### src/rtl/cam_match_reader.sv
// cam_match_reader: walks the latched CAM match vector from lowest to highest
// row, reads each matched row through the CAM read port and presents it as a
// valid/ready beat stream. Reports the number of accepted beats and pulses
// done at the end of every readout.

module cam_match_reader #(
    parameter int unsigned RAM_WIDTH     = 8,
    parameter int unsigned RAM_ADDR_BITS = 3
) (
    input  logic                          clka,
    input  logic                          rst,
    input  logic                          start,
    input  logic [(2**RAM_ADDR_BITS)-1:0] match_vec,
    output logic [RAM_ADDR_BITS-1:0]      cam_addr,
    input  logic [RAM_WIDTH-1:0]          cam_dout,
    output logic                          out_valid,
    input  logic                          out_ready,
    output logic [RAM_WIDTH-1:0]          out_data,
    output logic [RAM_ADDR_BITS-1:0]      out_addr,
    output logic                          out_last,
    output logic                          busy,
    output logic                          done,
    output logic [RAM_ADDR_BITS:0]        count
);

    localparam int unsigned ROWS = 2**RAM_ADDR_BITS;

    typedef enum logic [1:0] {
        StIdle = 2'd0,
        StScan = 2'd1,
        StHold = 2'd2,
        StDone = 2'd3
    } state_e;

    state_e                   state_q, state_d;
    logic [ROWS-1:0]          pend_q, pend_d;
    logic                     out_valid_q, out_valid_d;
    logic [RAM_WIDTH-1:0]     out_data_q, out_data_d;
    logic [RAM_ADDR_BITS-1:0] out_addr_q, out_addr_d;
    logic                     out_last_q, out_last_d;
    logic [RAM_ADDR_BITS:0]   count_q, count_d;

    logic [RAM_ADDR_BITS-1:0] low_idx;
    logic [ROWS-1:0]          low_onehot;
    logic [ROWS-1:0]          pend_clr;

    // Priority encoder: index of the lowest pending row (0 when nothing pending).
    always_comb begin
        low_idx = '0;
        for (int i = ROWS - 1; i >= 0; i--) begin
            if (pend_q[i]) begin
                low_idx = RAM_ADDR_BITS'(i);
            end
        end
        low_onehot = ROWS'(1) << low_idx;
        pend_clr   = pend_q & ~low_onehot;
    end

    // Next-state logic for the readout FSM and its datapath registers.
    always_comb begin
        state_d     = state_q;
        pend_d      = pend_q;
        out_valid_d = out_valid_q;
        out_data_d  = out_data_q;
        out_addr_d  = out_addr_q;
        out_last_d  = out_last_q;
        count_d     = count_q;

        unique case (state_q)
            StIdle: begin
                if (start) begin
                    pend_d  = match_vec;
                    count_d = '0;
                    state_d = (match_vec != '0) ? StScan : StDone;
                end
            end
            StScan: begin
                // Capture the combinational CAM read of the lowest pending row.
                out_data_d  = cam_dout;
                out_addr_d  = low_idx;
                out_last_d  = (pend_clr == '0);
                pend_d      = pend_clr;
                out_valid_d = 1'b1;
                state_d     = StHold;
            end
            StHold: begin
                if (out_ready) begin
                    out_valid_d = 1'b0;
                    count_d     = count_q + (RAM_ADDR_BITS + 1)'(1);
                    state_d     = out_last_q ? StDone : StScan;
                end
            end
            StDone: begin
                state_d = StIdle;
            end
            default: begin
                state_d = StIdle;
            end
        endcase
    end

    // State and datapath registers; reset clears everything asynchronously.
    always_ff @(posedge clka or posedge rst) begin
        if (rst) begin
            state_q     <= StIdle;
            pend_q      <= '0;
            out_valid_q <= 1'b0;
            out_data_q  <= '0;
            out_addr_q  <= '0;
            out_last_q  <= 1'b0;
            count_q     <= '0;
        end else begin
            state_q     <= state_d;
            pend_q      <= pend_d;
            out_valid_q <= out_valid_d;
            out_data_q  <= out_data_d;
            out_addr_q  <= out_addr_d;
            out_last_q  <= out_last_d;
            count_q     <= count_d;
        end
    end

    // Outputs derived from state and registers.
    always_comb begin
        cam_addr  = (state_q == StScan) ? low_idx : '0;
        busy      = (state_q != StIdle);
        done      = (state_q == StDone);
        out_valid = out_valid_q;
        out_data  = out_data_q;
        out_addr  = out_addr_q;
        out_last  = out_last_q;
        count     = count_q;
    end

endmodule

### config.mk
export PLATFORM = sky130hd
export DESIGN_NAME = cam_match_reader
export DESIGN_NICKNAME = d
export VERILOG_FILES = /design/src/rtl/cam_match_reader.sv
export SDC_FILE = /design/constraint.sdc
export NUM_CORES = 1
export LEC_CHECK = 0
export ABC_AREA = 1
export BUFFER_PORTS_ARGS = -buffer_cell sky130_fd_sc_hd__buf_4
export CAP_MARGIN = 10
export CORE_ASPECT_RATIO = 1.25
export CORE_MARGIN = 8
export CORE_UTILIZATION = 56
export CTS_BUF_LIST = sky130_fd_sc_hd__clkbuf_4 sky130_fd_sc_hd__clkbuf_8
export CTS_CLUSTER_SIZE = 28
export DETAILED_ROUTE_END_ITERATION = 6
export PLACE_DENSITY = 0.86
export SLEW_MARGIN = 30
export SYNTH_ARGS = -nofsm -noshare
export SYNTH_HDL_FRONTEND = slang
export SYNTH_SLANG_ARGS = --single-unit
### constraint.sdc
create_clock -name clka -period 2.5 [get_ports clka]
set_input_delay 0.375 -clock clka [delete_from_list [all_inputs] [get_ports clka]]
set_output_delay 0.375 -clock clka [all_outputs]
set_load 0.02 [all_outputs]
==> impl_metrics.env <==
export IMPL_run_status="complete, no violations"
export IMPL_hold_viol=0
export IMPL_worst_ir_drop_vdd_mv=0.834
export IMPL_timing_final_max_slew_violations=0
export IMPL_grt_pass1_vias=1372
export IMPL_cts_setup_buffers=0
export IMPL_cp_data_arrival_time_ns=1.73
export IMPL_final_core_util_pct=72.9
export IMPL_core_mm2=0.00235
export IMPL_vias=1246
export IMPL_synth_top_cells_by_area="dfrtp_1 50%, nand2_1 16%, inv_1 4.7%, nor2_1 4.2%, a21oi_1 3.3%"
export IMPL_rsz0062_at_grt="false"
export IMPL_drtAntennaViolNets=0
export IMPL_synthCells=173
export IMPL_drive_gt1_share_pct=30.1
export IMPL_grt_first_pass_wirelength_mm=5.65
export IMPL_area_delta_synth_final_pct=27.4
export IMPL_clk_pin_slew_worst_paths_ns=0.14
export IMPL_io_pin_count=42
export IMPL_layout_commonest_cell="nand2_1"
export IMPL_synthesis_area_per_instance_um2=7.77
export IMPL_portBuffers=41
export IMPL_clk_path_buf_depth=2
export IMPL_worstSetupPathType="reg -> out"
export IMPL_yosysTopAreaCellShare_pct=50.2
export IMPL_core_rowCount=20
export IMPL_worst_slew_pin_transition_ns=0.398
export IMPL_synth_lib_cells_used_distinct=22
export IMPL_worst_r2r_path_depth=7
export IMPL_crit_path_start_kind="register"
export IMPL_tritoncts_num_sinks=27
export IMPL_cp_startpoint="state_q[1]$_DFFE_PP0P_"
export IMPL_final_tns_setup_ns=0
export IMPL_power_total_mw=2.20
export IMPL_final_period_minus_worst_setup_slack_ns=2.11
export IMPL_tritoncts_num_buffers=3
export IMPL_dp_hpwl_mm=2.68
export IMPL_maxCapViolCount=0
export IMPL_fin_skew_ns=0.000755
export IMPL_syn_num_nets=194
export IMPL_required_ns=2.12
export IMPL_drc=0
export IMPL_first_pass_iters=4
export IMPL_fp_dieArea_mm2=0.00424
export IMPL_rrSetupSlack_ns=0.88
export IMPL_p_seq_share_pct=37.0
export IMPL_route_detailed_vias_per_inst=5.00
export IMPL_gp_routability_congestion=0.951
export IMPL_clkPwrFrac_pct=8.3
export IMPL_min_delay_path_class="in -> async"
export IMPL_cts_hold_buffers_added=0
export IMPL_netlist_top_cell_by_area="dfrtp_1"
export IMPL_fill_cells=209
export IMPL_timing_rr_start="state_q[1]$_DFFE_PP0P_"
export IMPL_antenna_diode_count=0
export IMPL_routedWlPerCell_um=13.2
export IMPL_grt_max_degree=28
export IMPL_routed_wirelength_mm=3.30
export IMPL_p_per_area_mw_per_mm2=1280
export IMPL_crit_path_end_kind="primary output"
export IMPL_switching_share_pct=48.1
export IMPL_cts_resized_gates=0
export IMPL_setup_viol=0
export IMPL_cell_internal_pwr_mw=1.14
export IMPL_effective_utilization_at_floorplan_pct=57.2
export IMPL_power_leakage_nw=0.942
export IMPL_reg2reg_to="out_last$_DFFE_PP0P_"
export IMPL_cts_root_buf="clkbuf_4"
export IMPL_regArea_um2=676
export IMPL_power_switching_mw=1.06
export IMPL_synth_ff_latch_count=27
export IMPL_detailedRoute_firstIterationViolations=53
export IMPL_max_slew_margin_rel_pct=73.4
export IMPL_fin_nets=238
export IMPL_period_share_pct=84.3
export IMPL_ctsHtreeMaxLevel=1
export IMPL_die_width_um=59.8
export IMPL_largest_fanout_on_the_critical_path=22
export IMPL_seq_area_frac_synth_pct=50.2
export IMPL_gate_power_share_pct=54.7
export IMPL_groute_usage_overall_pct=16.6
export IMPL_ys_warn_count=0
export IMPL_antenna_violations_before_repair=0
export IMPL_max_freq_mhz=474
export IMPL_clock_latency_ns=0.32
export IMPL_most_frequent_cells_in_the_layout="58 x nand2_1, 42 x buf_4, 27 x dfrtp_1"
export IMPL_dieHeight_um=70.8
export IMPL_grt_remaining_overflow=0
export IMPL_cp_endpoint="cam_addr[0]"
export IMPL_synthesized_cell_area_mm2=0.00135
export IMPL_footprint_of_the_multi_input_gates_um2=568
export IMPL_tritoncts="built"
[cell usage after synthesis]
cell type	count
ha_1	1
nor2_1	15
a21oi_2	1
nand2_1	58
nor3_2	1
inv_2	6
dfrtp_1	27
nand4_1	4
nor4_1	1
o211ai_1	3
o21ai_0	5
a21oi_1	9
nor2_2	4
nand3_1	2
and3_1	2
xor2_1	1
buf_2	3
nor2_4	1
o22ai_1	3
o21ai_1	3
inv_1	17
nand2_2	6
[sequential cells by signal, summed over array words and instances, names as in the netlist]
name       count
state_q        2
out_valid      1
out_data       8
out_last       1
out_addr       3
count          4
pend_q         8
[critical path, cell delays in order, from the launching register on]
cell and delay, ns:
dfrtp_1 0.49, nor2_4 0.38, inv_2 0.24, nor2_1 0.15
buf_4 0.15
[cell type report]
class / instances / area share (%)
Sequential cell: 27 / 39.4
Multi-Input combinational cell: 120 / 33.1
Inverter: 23 / 5.04
Tap cell: 33 / 2.41
Clock inverter: 1 / 0.292
Clock buffer: 3 / 1.31
Timing Repair Buffer: 42 / 18.4
[power groups by stage]
stage,logic [mW],clock network [mW],registers (mW)
6_report,1.20,0.184,0.814
5_1_grt,1.35,0.205,0.836
4_1_cts,1.22,0.188,0.812
3_5_place_dp,1.21,0,0.822
3_3_place_gp,1.18,0,0.806
2_1_floorplan,0.677,0,0.927
[worst min path at each step]
stage | start | to | slack, ns | cells past startpoint
3_3_place_gp | rst | count[1]$_DFFE_PP0P_ | 0.46 | 3
5_1_grt | rst | out_data[0]$_DFFE_PP0P_ | 0.13 | 3
2_1_floorplan | rst | count[0]$_DFFE_PP0P_ | 0.43 | 1
4_1_cts | rst | out_data[0]$_DFFE_PP0P_ | 0.11 | 3
3_5_place_dp | rst | out_data[0]$_DFFE_PP0P_ | 0.46 | 3
6_report | rst | out_data[0]$_DFFE_PP0P_ | 0.1 | 3
[metrics by stage]
stage                     setup slack, ns  cell area, um2  hold slack, ns  instances
after floorplan                     0.943            1350           0.428        173
after global placement              0.813            1690           0.455        245
after detailed placement            0.751            1690           0.462        245
after CTS                           0.384            1710           0.105        249
after global routing                0.210            1710           0.125        249
final                               0.392            1710          0.0982        249
[cells by family (layout without fill, tap and decap cells)]
kind of cell | count (synthesis) | after routing | synth area share [%]
flip-flops | 27 | 27 | 50.2
buffers and inverters | 26 | 69 | 7.53
AND/OR/NAND/NOR | 94 | 94 | 30.6
XOR/XNOR | 1 | 1 | 0.651
AO/OA/AOI/OAI | 24 | 24 | 10.0
adder cells (fa/ha/maj) | 1 | 1 | 0.930
[per-layer routing]
metal	up-vias	track usage, %	wire length (um)
met2	20	31.9	1900
met3	6	3.63	118
met5	-	0	0
met1	589	16.3	1220
met4	0	5.85	62
li1	631	-	-
Note: power is estimated with default switching activity, not from simulation.
